<file path="config.mk">
export PLATFORM = sky130hd
export DESIGN_NAME = vrf_wb_ctrl_flat
export DESIGN_NICKNAME = d
export VERILOG_FILES = /design/src/rtl/vrf_pkg.sv /design/src/rtl/vrf_wb_ctrl_if.sv /design/src/rtl/rr_arb2.sv /design/src/rtl/vrf_wb_ctrl.sv /design/src/flat_wrapper.sv
export SDC_FILE = /design/constraint.sdc
export NUM_CORES = 1
export LEC_CHECK = 0
export CAP_MARGIN = 10
export CELL_PAD_IN_SITES_DETAIL_PLACEMENT = 2
export CELL_PAD_IN_SITES_GLOBAL_PLACEMENT = 2
export CORE_AREA = 4 4 307 309
export CTS_CLUSTER_DIAMETER = 40
export DETAILED_ROUTE_END_ITERATION = 12
export DIE_AREA = 0 0 311 313
export PLACE_DENSITY_LB_ADDON = 0.2
export SLEW_MARGIN = 40
export SYNTH_ARGS = -nofsm -noshare
export SYNTH_HDL_FRONTEND = slang
export SYNTH_SLANG_ARGS = --single-unit
</file>
<file path="constraint.sdc">
create_clock -name clk -period 5.46 [get_ports clk]
set_input_delay 0.546 -clock clk [delete_from_list [all_inputs] [get_ports clk]]
set_output_delay 0.546 -clock clk [all_outputs]
set_load 0.02 [all_outputs]
</file>
<file path="src/rtl/vrf_pkg.sv">
// -----------------------------------------------------------------------------
// vrf_pkg
// Shared constants and types for the vector register file write-back path.
//   VREG_COUNT / VREG_AW / VLANES : register count, address width, lane count
//   vreg_addr_t                   : register address type
//   vrf_wb_state_e                : controller state (CLEAR / RUN)
//   addr_onehot()                 : register address -> one-hot register mask
// -----------------------------------------------------------------------------
package vrf_pkg;

    localparam int VREG_COUNT = 16;
    localparam int VREG_AW    = 4;
    localparam int VLANES     = 16;

    typedef logic [VREG_AW-1:0] vreg_addr_t;

    typedef enum logic {
        CLEAR = 1'b0,
        RUN   = 1'b1
    } vrf_wb_state_e;

    // One-hot mask with the bit of register 'a' set.
    function automatic logic [VREG_COUNT-1:0] addr_onehot(input vreg_addr_t a);
        logic [VREG_COUNT-1:0] v;
        v    = {VREG_COUNT{1'b0}};
        v[a] = 1'b1;
        return v;
    endfunction

endpackage

</file>
<file path="src/rtl/vrf_wb_ctrl_if.sv">
// -----------------------------------------------------------------------------
// vrf_wb_ctrl_if
// Bundles the write-back request channels, the decode issue/stall channel and
// the register-file write port of vrf_wb_ctrl.
//   alu_* / ld_*  : write-back requests (valid/ready/addr/data)
//   iss_*         : decode operand/destination info and the stall answer
//   rf_*          : register file write port (we3/ra3/wd3)
//   init_done     : controller is in RUN
// Modports: slave = controller side, master = surrounding pipeline side.
// -----------------------------------------------------------------------------
interface vrf_wb_ctrl_if #(
    parameter int N = 16
);
    import vrf_pkg::*;

    logic                     alu_valid;
    logic                     alu_ready;
    vreg_addr_t               alu_addr;
    logic [VLANES-1:0][N-1:0] alu_data;

    logic                     ld_valid;
    logic                     ld_ready;
    vreg_addr_t               ld_addr;
    logic [VLANES-1:0][N-1:0] ld_data;

    logic                     iss_valid;
    vreg_addr_t               iss_rs1;
    vreg_addr_t               iss_rs2;
    vreg_addr_t               iss_rd;
    logic                     iss_use1;
    logic                     iss_use2;
    logic                     iss_we;
    logic                     iss_stall;

    logic                     rf_we;
    vreg_addr_t               rf_wa;
    logic [VLANES-1:0][N-1:0] rf_wd;
    logic                     init_done;

    modport slave (
        input  alu_valid, alu_addr, alu_data,
        input  ld_valid, ld_addr, ld_data,
        input  iss_valid, iss_rs1, iss_rs2, iss_rd, iss_use1, iss_use2, iss_we,
        output alu_ready, ld_ready, iss_stall,
        output rf_we, rf_wa, rf_wd, init_done
    );

    modport master (
        output alu_valid, alu_addr, alu_data,
        output ld_valid, ld_addr, ld_data,
        output iss_valid, iss_rs1, iss_rs2, iss_rd, iss_use1, iss_use2, iss_we,
        input  alu_ready, ld_ready, iss_stall,
        input  rf_we, rf_wa, rf_wd, init_done
    );

endinterface

</file>
<file path="src/rtl/rr_arb2.sv">
// -----------------------------------------------------------------------------
// rr_arb2
// Two-way round-robin arbiter. A lone requester is granted; on a tie the
// requester that did not win most recently is granted. 'last' remembers the
// index of the most recent winner and resets to 1 so index 0 wins the first tie.
//   clk, rst_n : clock, asynchronous active-low reset
//   en         : allows 'last' to update on a grant
//   req[1:0]   : requests
//   gnt[1:0]   : one-hot (or zero) grant, combinational
// -----------------------------------------------------------------------------
module rr_arb2 (
    input  logic       clk,
    input  logic       rst_n,
    input  logic       en,
    input  logic [1:0] req,
    output logic [1:0] gnt
);

    logic last_q;
    logic last_d;

    // Grant selection from the current requests and the previous winner.
    always_comb begin
        gnt = 2'b00;
        case (req)
            2'b01:   gnt = 2'b01;
            2'b10:   gnt = 2'b10;
            2'b11:   gnt = last_q ? 2'b01 : 2'b10;
            default: gnt = 2'b00;
        endcase
    end

    // Remember the winner whenever a grant is issued while enabled.
    always_comb begin
        if (en && (gnt != 2'b00)) begin
            last_d = gnt[1];
        end else begin
            last_d = last_q;
        end
    end

    // Previous-winner register.
    always_ff @(posedge clk or negedge rst_n) begin
        if (!rst_n) begin
            last_q <= 1'b1;
        end else begin
            last_q <= last_d;
        end
    end

endmodule

</file>
<file path="src/rtl/vrf_wb_ctrl.sv">
// -----------------------------------------------------------------------------
// vrf_wb_ctrl
// Write-back controller for the vector register file. Arbitrates the single
// write port between the vector ALU and the load unit, drives the register
// file write port through an output register, and tracks pending writes so
// decode stalls on RAW/WAW hazards.
// Optional feature macro: VRF_CLEAR_EN -- when defined, every reset is
// followed by a 16-cycle sequence that writes zero to all registers before the
// controller enters RUN; when undefined the controller resets straight into RUN.
//   clk    : clock
//   reset  : asynchronous active-low reset
//   bus    : vrf_wb_ctrl_if.slave (requests, issue/stall, RF write port)
// -----------------------------------------------------------------------------
module vrf_wb_ctrl
    import vrf_pkg::*;
#(
    parameter int N = 16
) (
    input  logic         clk,
    input  logic         reset,
    vrf_wb_ctrl_if.slave bus
);

    localparam vreg_addr_t LAST_REG = vreg_addr_t'(VREG_COUNT - 1);

    logic                     run_s;
    logic [1:0]               req_s;
    logic [1:0]               gnt_s;
    logic                     xfer_s;
    vreg_addr_t               wr_addr_s;
    logic [VLANES-1:0][N-1:0] wr_data_s;
    logic                     stall_s;
    logic                     iss_accept_s;
    logic [VREG_COUNT-1:0]    set_mask_s;
    logic [VREG_COUNT-1:0]    clr_mask_s;
    logic [VREG_COUNT-1:0]    pending_d;
    logic [VREG_COUNT-1:0]    pending_q;

    logic                     rf_we_q;
    vreg_addr_t               rf_wa_q;
    logic [VLANES-1:0][N-1:0] rf_wd_q;

`ifdef VRF_CLEAR_EN
    vrf_wb_state_e            state_q;
    vreg_addr_t               cnt_q;

    assign run_s = (state_q == RUN);
`else
    assign run_s = 1'b1;
`endif

    // Requests are masked off while clearing so nobody is granted and the
    // arbiter history stays untouched.
    assign req_s = {bus.ld_valid, bus.alu_valid} & {2{run_s}};

    rr_arb2 u_arb (
        .clk   (clk),
        .rst_n (reset),
        .en    (run_s),
        .req   (req_s),
        .gnt   (gnt_s)
    );

    assign bus.alu_ready = gnt_s[0];
    assign bus.ld_ready  = gnt_s[1];
    assign bus.iss_stall = stall_s;
    assign bus.rf_we     = rf_we_q;
    assign bus.rf_wa     = rf_wa_q;
    assign bus.rf_wd     = rf_wd_q;
    assign bus.init_done = run_s;

    // Write-port source selection from the arbiter grant.
    always_comb begin
        xfer_s = (bus.alu_valid & gnt_s[0]) | (bus.ld_valid & gnt_s[1]);
        if (gnt_s[1]) begin
            wr_addr_s = bus.ld_addr;
            wr_data_s = bus.ld_data;
        end else begin
            wr_addr_s = bus.alu_addr;
            wr_data_s = bus.alu_data;
        end
    end

    // Hazard detection and scoreboard next state; a set on the same edge as a
    // clear of the same register wins because the set mask is OR-ed in last.
    always_comb begin
        stall_s = ~run_s
                | (bus.iss_use1 & pending_q[bus.iss_rs1])
                | (bus.iss_use2 & pending_q[bus.iss_rs2])
                | (bus.iss_we   & pending_q[bus.iss_rd]);
        iss_accept_s = bus.iss_valid & ~stall_s;
        if (iss_accept_s && bus.iss_we) begin
            set_mask_s = addr_onehot(bus.iss_rd);
        end else begin
            set_mask_s = {VREG_COUNT{1'b0}};
        end
        if (xfer_s) begin
            clr_mask_s = addr_onehot(wr_addr_s);
        end else begin
            clr_mask_s = {VREG_COUNT{1'b0}};
        end
        pending_d = (pending_q & ~clr_mask_s) | set_mask_s;
    end

    // Controller state, clear counter, write-port output register and scoreboard.
    always_ff @(posedge clk or negedge reset) begin
        if (!reset) begin
            rf_we_q   <= 1'b0;
            rf_wa_q   <= {VREG_AW{1'b0}};
            rf_wd_q   <= {(VLANES*N){1'b0}};
            pending_q <= {VREG_COUNT{1'b0}};
`ifdef VRF_CLEAR_EN
            state_q   <= CLEAR;
            cnt_q     <= {VREG_AW{1'b0}};
`endif
        end else begin
            pending_q <= pending_d;
`ifdef VRF_CLEAR_EN
            if (state_q == CLEAR) begin
                rf_we_q <= 1'b1;
                rf_wa_q <= cnt_q;
                rf_wd_q <= {(VLANES*N){1'b0}};
                cnt_q   <= cnt_q + 4'd1;
                if (cnt_q == LAST_REG) begin
                    state_q <= RUN;
                end else begin
                    state_q <= CLEAR;
                end
            end else begin
`else
            begin
`endif
                rf_we_q <= xfer_s;
                if (xfer_s) begin
                    rf_wa_q <= wr_addr_s;
                    rf_wd_q <= wr_data_s;
                end else begin
                    rf_wa_q <= rf_wa_q;
                    rf_wd_q <= rf_wd_q;
                end
            end
        end
    end

endmodule

</file>
<file path="src/flat_wrapper.sv">
// flat-port wrapper written by rule: the top's interface ports become plain ports
module vrf_wb_ctrl_flat import vrf_pkg::*;
#(
    parameter int N = 16
)
  (clk, reset, bus_alu_valid, bus_alu_addr, bus_alu_data, bus_ld_valid, bus_ld_addr, bus_ld_data, bus_iss_valid, bus_iss_rs1, bus_iss_rs2, bus_iss_rd, bus_iss_use1, bus_iss_use2, bus_iss_we, bus_alu_ready, bus_ld_ready, bus_iss_stall, bus_rf_we, bus_rf_wa, bus_rf_wd, bus_init_done);
  vrf_wb_ctrl_if #(.N(N)) bus_i ();
  input  logic clk;
  input  logic reset;
  input wire logic [$bits(bus_i.alu_valid)-1:0] bus_alu_valid;
  input wire logic [$bits(bus_i.alu_addr)-1:0] bus_alu_addr;
  input wire logic [$bits(bus_i.alu_data)-1:0] bus_alu_data;
  input wire logic [$bits(bus_i.ld_valid)-1:0] bus_ld_valid;
  input wire logic [$bits(bus_i.ld_addr)-1:0] bus_ld_addr;
  input wire logic [$bits(bus_i.ld_data)-1:0] bus_ld_data;
  input wire logic [$bits(bus_i.iss_valid)-1:0] bus_iss_valid;
  input wire logic [$bits(bus_i.iss_rs1)-1:0] bus_iss_rs1;
  input wire logic [$bits(bus_i.iss_rs2)-1:0] bus_iss_rs2;
  input wire logic [$bits(bus_i.iss_rd)-1:0] bus_iss_rd;
  input wire logic [$bits(bus_i.iss_use1)-1:0] bus_iss_use1;
  input wire logic [$bits(bus_i.iss_use2)-1:0] bus_iss_use2;
  input wire logic [$bits(bus_i.iss_we)-1:0] bus_iss_we;
  output wire logic [$bits(bus_i.alu_ready)-1:0] bus_alu_ready;
  output wire logic [$bits(bus_i.ld_ready)-1:0] bus_ld_ready;
  output wire logic [$bits(bus_i.iss_stall)-1:0] bus_iss_stall;
  output wire logic [$bits(bus_i.rf_we)-1:0] bus_rf_we;
  output wire logic [$bits(bus_i.rf_wa)-1:0] bus_rf_wa;
  output wire logic [$bits(bus_i.rf_wd)-1:0] bus_rf_wd;
  output wire logic [$bits(bus_i.init_done)-1:0] bus_init_done;
  assign bus_i.alu_valid = bus_alu_valid;
  assign bus_i.alu_addr = bus_alu_addr;
  assign bus_i.alu_data = bus_alu_data;
  assign bus_i.ld_valid = bus_ld_valid;
  assign bus_i.ld_addr = bus_ld_addr;
  assign bus_i.ld_data = bus_ld_data;
  assign bus_i.iss_valid = bus_iss_valid;
  assign bus_i.iss_rs1 = bus_iss_rs1;
  assign bus_i.iss_rs2 = bus_iss_rs2;
  assign bus_i.iss_rd = bus_iss_rd;
  assign bus_i.iss_use1 = bus_iss_use1;
  assign bus_i.iss_use2 = bus_iss_use2;
  assign bus_i.iss_we = bus_iss_we;
  assign bus_alu_ready = bus_i.alu_ready;
  assign bus_ld_ready = bus_i.ld_ready;
  assign bus_iss_stall = bus_i.iss_stall;
  assign bus_rf_we = bus_i.rf_we;
  assign bus_rf_wa = bus_i.rf_wa;
  assign bus_rf_wd = bus_i.rf_wd;
  assign bus_init_done = bus_i.init_done;
  vrf_wb_ctrl #(.N(N)) u_core (.clk(clk), .reset(reset), .bus(bus_i));
endmodule
</file>
==> reports/metrics.yaml, run 1 <==
run_status:
  status: "finished, final reports clean"
floorplanning:
  die_h_um: 313
  coreArea_mm2: 0.09139
  die_w_um: 311
  fp-row-count: 111
  start_util_pct: 13.83
  die_area_mm2: 0.09734
  io-pin-count: 805
logic_synthesis:
  netlist_instances: 1403
  syn_area_per_cell_um2: 9.005
  netlist_area_mm2: 0.01263
  synth_top_area_cell: "dfrtp_1"
  synthArstFlopShare_pct: 100.0
  yosys_warnings: 0
  ys.flop_type: "dfrtp_1"
  synth_edf_count: 0
  synth-seq-cells: 278
  seq_area_frac_synth_pct: 55.07
  yosysMostFrequentCell: "nor2_1"
  synthDistinctLibCells: 37
  synthTopCellsByArea: "dfrtp_1 55%, nor2_1 14%, o22ai_1 10%"
  ys_top_cells_by_count: "472 x nor2_1, 277 x dfrtp_1, 205 x o22ai_1, 91 x clkbuf_1, 67 x mux2i_1"
  post-synth-top-area-fraction_pct: 54.86
  syn-num-nets: 1943
global_routing:
  grt_use_met3_pct: 6.519
  grt-busiest-layer: "met2"
  overflow: 0
  grtUsageMet1_pct: 16.27
  grt_max_degree: 124
  met2_usage_pct: 31.23
  grt_pass1_wl_um: 116500
  antenna_found_initial: 18
  grtUsageTotal_pct: 16.22
  first_global_vias: 16169
clocking:
  clockBufferDepth: 3
  cts-root-buf: "clkbuf_16"
  h-tree-depth: 3
  path_clk_slew_ns: 0.04
  cts_tree: "yes"
  cts_setup_buffers: 0
  cts.sink_count: 278
  clock_insertion_delay_worst_skew_ns: 0.61
  cts_made_buffers: 76
critical_path:
  end_kind: "output pin"
  rr_worst_depth: 7
  crit_path_start_kind: "primary input"
  arrival_ns: 3.73
  worstPathMaxFanout: 17
  r2r-start: "u_core.u_arb.last_q$_DFFE_PN1P_"
  cp_num_buf_inv: 2
  path_class: "primary input to output pin"
  crit_family: "buffers and inverters"
  cp_num_cells: 6
  cp.required_ns: 4.91
  max_stage_delay_ns: 0.67
  r2r_slack_ns: 2.50
  cp-startpoint: "bus_iss_rs2[1]"
  slowest_stage: "clkdlybuf4s50_1"
  endpoint: "bus_iss_stall"
  critPathMostFrequentCell: "clkdlybuf4s50_1"
  r2r_end: "u_core.pending_q[13]$_DFF_PN0_"
  crit_chain: "clkdlybuf4s50_1, mux4_1, o2111ai_1, nand4_2, or3_2, clkdlybuf4s50_1"
detailed_routing:
  drtPass1Iterations: 4
  vias: 14046
  ant_nets: 0
  drt-initial-drc-count: 420
  drc_errors: 0
  drt_wl_total_um: 81680
  post_drt_wl_per_cell_um: 23.73
  via_per_inst: 4.081
place:
  dpl.hpwl_um: 63220
  dpl_cell_area_mm2: 0.02191
  portBuffers: 803
  gp_congestion: 0.8171
  pre_cts_slack_ns: 1.209
timing:
  setup_viol: 0
  slew_violations: 0
  hold_ws_ns: 0.3999
  period_minus_slack_ns: 4.277
  tns_ns: 0
  clock_skew_ns: 0.02498
  fmax_mhz: 233.8
  fin_ws_ns: 1.183
  rsz0062_at_grt: "no"
  worst_slew_margin_rel_pct: 45.61
  fin_crit_sh_pct: 78.33
  finalHoldViolCount: 0
  worstMarginPinSlew_ns: 0.8158
finish:
  area_delta_synth_final_pct: 94.43
  drive_gt1_share_pct: 6.444
  fin_area_mm2: 0.02457
  nets: 2729
  fill_cells: 10157
  multi_input_area_mm2: 0.005226
  finish.utilization_pct: 26.88
  regArea_mm2: 0.006958
job:
  cap_violations: 0
power_and_ir_drop:
  p_leak_nw: 9.894
  ir_drop_v: 0.0001806
  powerDensity_mw_per_mm2: 373.9
hold_path:
  hp-class: "primary input to flop"
  hp-start: "bus_ld_valid"
==> metal layers <==
metal | wire (um) | share of wire, % | vias up
met1 | 28540 | 35 | 6920
met5 | 79 | 0.097 | -
met2 | 44680 | 55 | 490
met3 | 6777 | 8.3 | 107
met4 | 1594 | 2.0 | 14
li1 | - | - | 6515
==> flip-flops by register name (all words and copies together), names as in the netlist <==
name and flops:
u_core.bus.rf_wa 4, u_core.bus.rf_wd 256, u_core.bus.rf_we 1, u_core.pending_q 16
u_core.u_arb.last_q 1
==> worst min-delay path by stage <==
| stage | end | slack (ns) | depth (start not counted) |
|---|---|---|---|
| after floorplan | u_core.bus.rf_wa[0]$_DFFE_PN0P_ | 0.25 | 0 |
| after global placement | u_core.bus.rf_wd[107]$_DFFE_PN0P_ | 0.49 | 2 |
| after detailed placement | u_core.bus.rf_wd[133]$_DFFE_PN0P_ | 0.50 | 2 |
| after CTS | u_core.bus.rf_wd[202]$_DFFE_PN0P_ | 0.35 | 4 |
| after global routing | u_core.bus.rf_wd[202]$_DFFE_PN0P_ | 0.39 | 4 |
| final | u_core.bus.rf_wd[202]$_DFFE_PN0P_ | 0.40 | 4 |
==> area by class of cell <==
| class | instances | share of cell area (%) |
|---|---|---|
| diodes | 6 | 0.06112 |
| flip-flops and latches | 278 | 28.32 |
| clock inverters | 28 | 1.900 |
| well taps | 1186 | 6.041 |
| repair buffers | 817 | 33.48 |
| inverters | 10 | 0.1528 |
| clock buffers | 111 | 8.765 |
| multi-input cells | 1006 | 21.27 |
==> through the flow <==
| step | power [mW] | instances |
|---|---|---|
| finish | 9.186 | 3442 |
| global route | 9.657 | 3439 |
| CTS | 9.420 | 3436 |
| detailed placement | 4.727 | 3296 |
| global placement | 4.679 | 3296 |
| floorplan | 3.340 | 1403 |
==> worst reg2reg max path, cell delays in order, from the launching register on <==
cell and delay (ns):
dfstp_2 0.50, buf_4 0.57, a21bo_4 0.27, buf_12 0.27, mux2_2 0.55, a31oi_1 0.39
o21ai_0 0.20, o31ai_1 0.10
==> report_power, final <==
group | leakage, nW | internal, mW | switching (mW)
Sequential | 3.17 | 2.34 | 0.175
Clock | 1.28 | 3.12 | 1.43
Combinational | 5.45 | 0.996 | 1.13
==> what timing repair did <==
action,CTS,global route
setup endpoints to repair,0,0
gates resized for setup,0,0
hold endpoints to repair,60,0
hold buffers,1,0
==> layout by cell type, fill, tap and decap left out, types with 3 or more instances in the layout <==
master	count
a22oi_1	6
clkdlybuf4s50_1	800
clkinv_2	11
and3_1	4
dfrtp_1	277
diode_2	6
buf_12	6
clkbuf_1	23
nor2_1	472
nor3b_1	3
o31ai_1	8
nand2b_1	3
clkbuf_16	76
mux2i_1	67
o22ai_1	205
o21ai_0	18
nand3_1	59
nor3_1	4
clkinv_16	3
mux4_1	3
a31oi_1	7
o41ai_1	8
nor2b_1	4
a21oi_1	53
nand2_1	60
bufinv_16	8
inv_1	9
buf_4	6
clkbuf_8	12
o2111ai_1	5
nand4_1	3
==> kinds of logic after synthesis <==
| kind of cell | after synthesis | synth area share [%] |
|---|---|---|
| and+or+nand+nor | 617 | 19.48 |
| other | 1 | 0.02968 |
| muxes | 73 | 6.288 |
| AOI/OAI and AO/OA | 315 | 15.36 |
| DFF | 278 | 55.07 |
| buffers and inverters | 119 | 3.773 |
(Power assumes the default switching activity.)
==> run 2, diff against run 1 <==
--- a/config.mk
+++ b/config.mk
@@ -8,10 +8,10 @@
 export CAP_MARGIN = 10
 export CELL_PAD_IN_SITES_DETAIL_PLACEMENT = 2
 export CELL_PAD_IN_SITES_GLOBAL_PLACEMENT = 2
-export CORE_AREA = 4 4 307 309
+export CORE_AREA = 4 4 315 317
 export CTS_CLUSTER_DIAMETER = 40
 export DETAILED_ROUTE_END_ITERATION = 12
-export DIE_AREA = 0 0 311 313
+export DIE_AREA = 0 0 319 321
 export PLACE_DENSITY_LB_ADDON = 0.2
 export SLEW_MARGIN = 40
 export SYNTH_ARGS = -nofsm -noshare
==> constraint.sdc (replaced) <==
create_clock -name clk -period 4.3 [get_ports clk]
set_input_delay 0.43 -clock clk [delete_from_list [all_inputs] [get_ports clk]]
set_output_delay 0.43 -clock clk [all_outputs]
set_load 0.02 [all_outputs]
==> reports/metrics.yaml, run 2 (synthesis results as in run 1) <==
power_and_ir_drop:
  seqPwrFrac_pct: 27.5
  p_int_mw: 8.203
  ir_drop_v: 0.0002576
  p_leak_nw: 9.945
  powerDensity_mw_per_mm2: 470.9
  combPwrFrac_pct: 23.1
  power_frac_clock_pct: 49.5
  p_sw_share_pct: 29.53
  switchingPower_mw: 3.437
critical_path:
  path_class: "primary input to output pin"
  crit_chain: "clkdlybuf4s50_1, mux4_1, o2111ai_1, nand4_2, or3_2, clkdlybuf4s50_1"
  max_stage_delay_ns: 0.68
  cp.required_ns: 3.87
  crit_path_start_kind: "primary input"
  slowest_stage: "clkdlybuf4s50_1"
  worstPathMaxFanout: 6
  arrival_ns: 3.22
  critPathMostFrequentCell: "clkdlybuf4s50_1"
  end_kind: "output pin"
clocking:
  cts_made_buffers: 78
  h-tree-depth: 3
  clock_insertion_delay_worst_skew_ns: 0.61
  clockBufferDepth: 3
  path_clk_slew_ns: 0.04
  cts.sink_count: 278
  cts_tree: "yes"
  cts-root-buf: "clkbuf_16"
  cts.repair.resized: 0
timing:
  worstMarginPinSlew_ns: 0.7738
  rsz0062_at_grt: "no"
  worst_slew_margin_rel_pct: 48.41
  fin_crit_sh_pct: 84.91
  finalHoldViolCount: 0
  hold_ws_ns: 0.3323
  tns_ns: 0
  fmax_mhz: 273.9
  period_minus_slack_ns: 3.651
  setup_viol: 0
  clock_skew_ns: 0.01429
  slew_violations: 0
finish:
  drive_gt1_share_pct: 6.950
  finish.utilization_pct: 25.67
  layout_commonest_cell: "clkdlybuf4s50_1"
  nets: 2735
  fill_cells: 10788
  largest_register_ffs: 256
  fin_area_mm2: 0.02472
  area_delta_synth_final_pct: 95.63
  most-common-layout-cells: "800 x clkdlybuf4s50_1, 472 x nor2_1, 277 x dfrtp_1, 205 x o22ai_1, 79 x clkbuf_16"
detailed_routing:
  drtPass1Iterations: 4
  post_drt_wl_per_cell_um: 22.40
  via_per_inst: 3.975
  drt_wl_total_um: 79270
  drt-initial-drc-count: 366
  ant_nets: 0
  drc_errors: 0
  vias: 14062
floorplanning:
  fp-row-count: 114
  die_h_um: 321
  start_util_pct: 13.12
  die_w_um: 319
  die_area_mm2: 0.1024
  coreArea_mm2: 0.09628
  io-pin-count: 805
run_status:
  status: "finished, final reports clean"
global_routing:
  antenna_found_initial: 9
  grtUsageTotal_pct: 14.99
  first_global_vias: 16423
  grt_max_degree: 115
  grt_pass1_wl_um: 114400
  overflow: 0
job:
  cap_violations: 0
place:
  gp_congestion: 0.7752
  dpl_cell_area_mm2: 0.02207
  dpl.hpwl_um: 60870
  portBuffers: 803
hold_path:
  hp-class: "primary input to flop"
-- run 2: cell count changes in the layout (fill, tap and decap cells not counted), moves of 2 or more --
cell,previous run,this run
clkinv_2,11,15
clkinv_16,3,1
diode_2,6,3
clkbuf_8,12,18
buf_4,6,9
inv_6,1,3
clkbuf_16,76,79
clkbuf_1,23,19
bufinv_16,8,5
-- run 2: what timing repair did --
action / 4_1_cts / 5_1_grt
endpoints found under the hold margin: 66 / 0
buffers inserted: 0 / 0
hold buffers: 1 / 0
-- run 2: path summary, 6_finish.rpt --
check / start / slack (ns) / to / depth (start not counted)
worst max-delay path: bus_iss_rs2[1] / 0.65 / bus_iss_stall / 6
worst min-delay path: bus_alu_valid / 0.33 / u_core.bus.rf_wd[243]$_DFFE_PN0P_ / 3
worst max register to register: u_core.u_arb.last_q$_DFFE_PN1P_ / 1.74 / u_core.bus.rf_wd[196]$_DFFE_PN0P_ / 5
worst min register to register: u_core.bus.rf_wd[188]$_DFFE_PN0P_ / 0.51 / u_core.bus.rf_wd[188]$_DFFE_PN0P_ / 2
max in group asynchronous: reset / 2.90 / u_core.bus.rf_wd[215]$_DFFE_PN0P_ / 3
min in group asynchronous: reset / 0.41 / u_core.bus.rf_wd[80]$_DFFE_PN0P_ / 2
-- run 2: power by group through the flow --
| stage | combinational [mW] | clock [mW] | sequential, mW |
|---|---|---|---|
| 2_1_floorplan | 0.677 | 0 | 3.56 |
| 3_3_place_gp | 2.71 | 0 | 3.22 |
| 3_5_place_dp | 2.75 | 0 | 3.24 |
| 4_1_cts | 2.77 | 5.98 | 3.21 |
| 5_1_grt | 2.90 | 6.13 | 3.24 |
| 6_report | 2.69 | 5.76 | 3.20 |
-- run 2: through the flow --
stage | total power, mW | std cells | setup WS [ns]
finish | 11.64 | 3538 | 0.6488
global route | 12.27 | 3538 | 0.5538
CTS | 11.95 | 3535 | 0.6334
detailed placement | 5.990 | 3390 | 0.6389
global placement | 5.931 | 3390 | 0.6617
floorplan | 4.242 | 1403 | 1.800
-- run 2: layout make-up --
class                           instances  area (um2)  share of cell area (%)
Sequential cell                       278        6958                   28.15
Tap cell                             1276        1597                   6.459
Multi-Input combinational cell       1006        5220                   21.12
Antenna cell                            3       7.507                 0.03037
Inverter                               10       37.54                  0.1519
Clock buffer                          116        2296                   9.289
Clock inverter                         28       334.1                   1.352
Timing Repair Buffer                  821        8268                   33.45
-- run 2: layer usage --
layer	wire length [um]	part of all wire, %	track usage, %	vias to the layer above
met4	1906	2.4	4.537	10
met1	28130	35	15.25	6917
met5	69	0.087	0	-
met2	42440	54	28.09	502
met3	6724	8.5	6.022	104
li1	-	-	-	6529
-- run 2: worst max-delay path: cells and delay by family --
kind / cells / cell delay, ns
AND/OR/NAND/NOR: 2 / 0.65
AO/OA/AOI/OAI: 1 / 0.27
buffers and inverters: 2 / 1.26
multiplexers: 1 / 0.61
==> run 3, diff against run 2 <==
==> constraint.sdc (replaced) <==
create_clock -name clk -period 3.75 [get_ports clk]
set_input_delay 0.375 -clock clk [delete_from_list [all_inputs] [get_ports clk]]
set_output_delay 0.375 -clock clk [all_outputs]
set_load 0.02 [all_outputs]
==> reports/metrics.yaml, run 3 (synthesis results as in run 1) <==
run_status:
  status: "finished, final reports clean"
critical_path:
  arrival_ns: 3.01
  path_class: "flop to output pin"
  end_kind: "output pin"
  worstPathMaxFanout: 4
  crit_path_start_kind: "flop"
  cp.required_ns: 3.38
clocking:
  path_clk_slew_ns: 0.04
  cts-root-buf: "clkbuf_16"
  h-tree-depth: 3
  clock_insertion_delay_worst_skew_ns: 0.61
  cts_tree: "yes"
  cts_made_buffers: 82
  clockBufferDepth: 3
  cts.sink_count: 278
detailed_routing:
  via_per_inst: 3.976
  ant_nets: 0
  drt_wl_total_um: 79980
  post_drt_wl_per_cell_um: 22.44
  drt-initial-drc-count: 389
  vias: 14169
  drtPass1Iterations: 4
  drc_errors: 0
floorplanning:
  fp-row-count: 114
  die_area_mm2: 0.1024
  die_w_um: 319
  die_h_um: 321
  coreArea_mm2: 0.09628
  start_util_pct: 13.12
  io-pin-count: 805
finish:
  most-common-layout-cells: "800 x clkdlybuf4s50_1, 472 x nor2_1, 277 x dfrtp_1, 205 x o22ai_1, 85 x clkbuf_16"
  drive_gt1_share_pct: 8.118
  largest_register_ffs: 256
  fin_area_mm2: 0.02523
  area_delta_synth_final_pct: 99.66
  layout_commonest_cell: "clkdlybuf4s50_1"
  nets: 2752
timing:
  fmax_mhz: 295.7
  period_minus_slack_ns: 3.382
  finalHoldViolCount: 0
  slew_violations: 0
  clock_skew_ns: 0.02827
  setup_viol: 0
  tns_ns: 0
  fin_crit_sh_pct: 90.18
  worst_slew_margin_rel_pct: 38.47
  worstMarginPinSlew_ns: 0.9229
  rsz0062_at_grt: "no"
global_routing:
  grt_max_degree: 141
  antenna_found_initial: 14
  overflow: 0
  grt_pass1_wl_um: 114700
  first_global_vias: 16340
  grtUsageTotal_pct: 15.10
job:
  cap_violations: 0
place:
  portBuffers: 803
  gp_congestion: 0.8066
  dpl.hpwl_um: 62180
  dpl_cell_area_mm2: 0.02218
power_and_ir_drop:
  ir_drop_v: 0.0002728
  p_leak_nw: 10.18
  powerDensity_mw_per_mm2: 567.8
hold_path:
  hp-class: "primary input to flop"
run 3: changes by cell type in the layout (fill, tap and decap cells not counted), moves of 4 or more:
| cell | change |
|---|---|
| buf_4 | +13 |
| bufinv_16 | +10 |
| clkbuf_1 | -8 |
| clkbuf_16 | +6 |
| diode_2 | +6 |
| clkbuf_8 | -4 |
| clkinvlp_4 | +4 |
run 3: power breakdown:
group          switching (mW)  internal [mW]
clock network            2.16           5.41
registers               0.260           3.40
logic                    1.62           1.47
total                    4.04           10.3
run 3: cell type report:
cell class / instances / area (um2)
Clock buffer: 110 / 2361
Inverter: 10 / 37.54
Antenna cell: 9 / 22.52
Timing Repair Buffer: 834 / 8382
Sequential cell: 278 / 6958
Clock inverter: 41 / 649.4
Tap cell: 1276 / 1597
Multi-Input combinational cell: 1006 / 5220
Fill cell: 10689 / 71050
run 3: worst paths after layout:
kind,from,to,slack (ns),cells past startpoint
max in group asynchronous,reset,u_core.bus.rf_wd[168]$_DFFE_PN0P_,2.30,4
setup / recovery,u_core.pending_q[1]$_DFF_PN0_,bus_iss_stall,0.37,5
setup reg to reg,u_core.u_arb.last_q$_DFFE_PN1P_,u_core.bus.rf_wd[36]$_DFFE_PN0P_,1.37,5
min in group asynchronous,reset,u_core.bus.rf_wd[72]$_DFFE_PN0P_,0.26,2
hold / removal,bus_alu_valid,u_core.bus.rf_wd[240]$_DFFE_PN0P_,0.16,3
hold reg to reg,u_core.bus.rf_wd[166]$_DFFE_PN0P_,u_core.bus.rf_wd[166]$_DFFE_PN0P_,0.50,2
run 3: per-layer routing:
metal  routed length (um)  up-vias  GRT usage (%)
met5                   41        -              0
met4                 1680        8          4.667
met3                 6677      102          5.782
met2                42810      516          28.14
met1                28770     6954          15.61
li1                     -     6589              -
run 3: metrics by stage:
stage / std cells / setup slack [ns] / util, % / power [mW] / hold WS [ns]
global route: 3558 / 0.2109 / 26.19 / 15.05 / 0.1142
global placement: 3402 / 0.3521 / 23.01 / 6.814 / 0.4919
detailed placement: 3403 / 0.3304 / 23.04 / 6.879 / 0.3285
CTS: 3555 / 0.2587 / 26.17 / 14.69 / 0.08812
floorplan: 1403 / 1.360 / - / 4.864 / 0.07941
finish: 3564 / 0.3681 / 26.20 / 14.32 / 0.1569
run 3: worst max-delay path: stages (launching register included):
cell and delay (ns):
dfrtp_1 0.43, mux4_1 0.52, o2111ai_1 0.23, nand4_2 0.14
or3_2 0.50, clkdlybuf4s50_1 0.57
run 3: repair_timing:
item | CTS | global route
gates resized for setup | 0 | 0
hold endpoints to repair | 43 | 0
setup buffers | 0 | 0
hold buffers | 1 | 0
endpoints found under the setup margin | 0 | 0
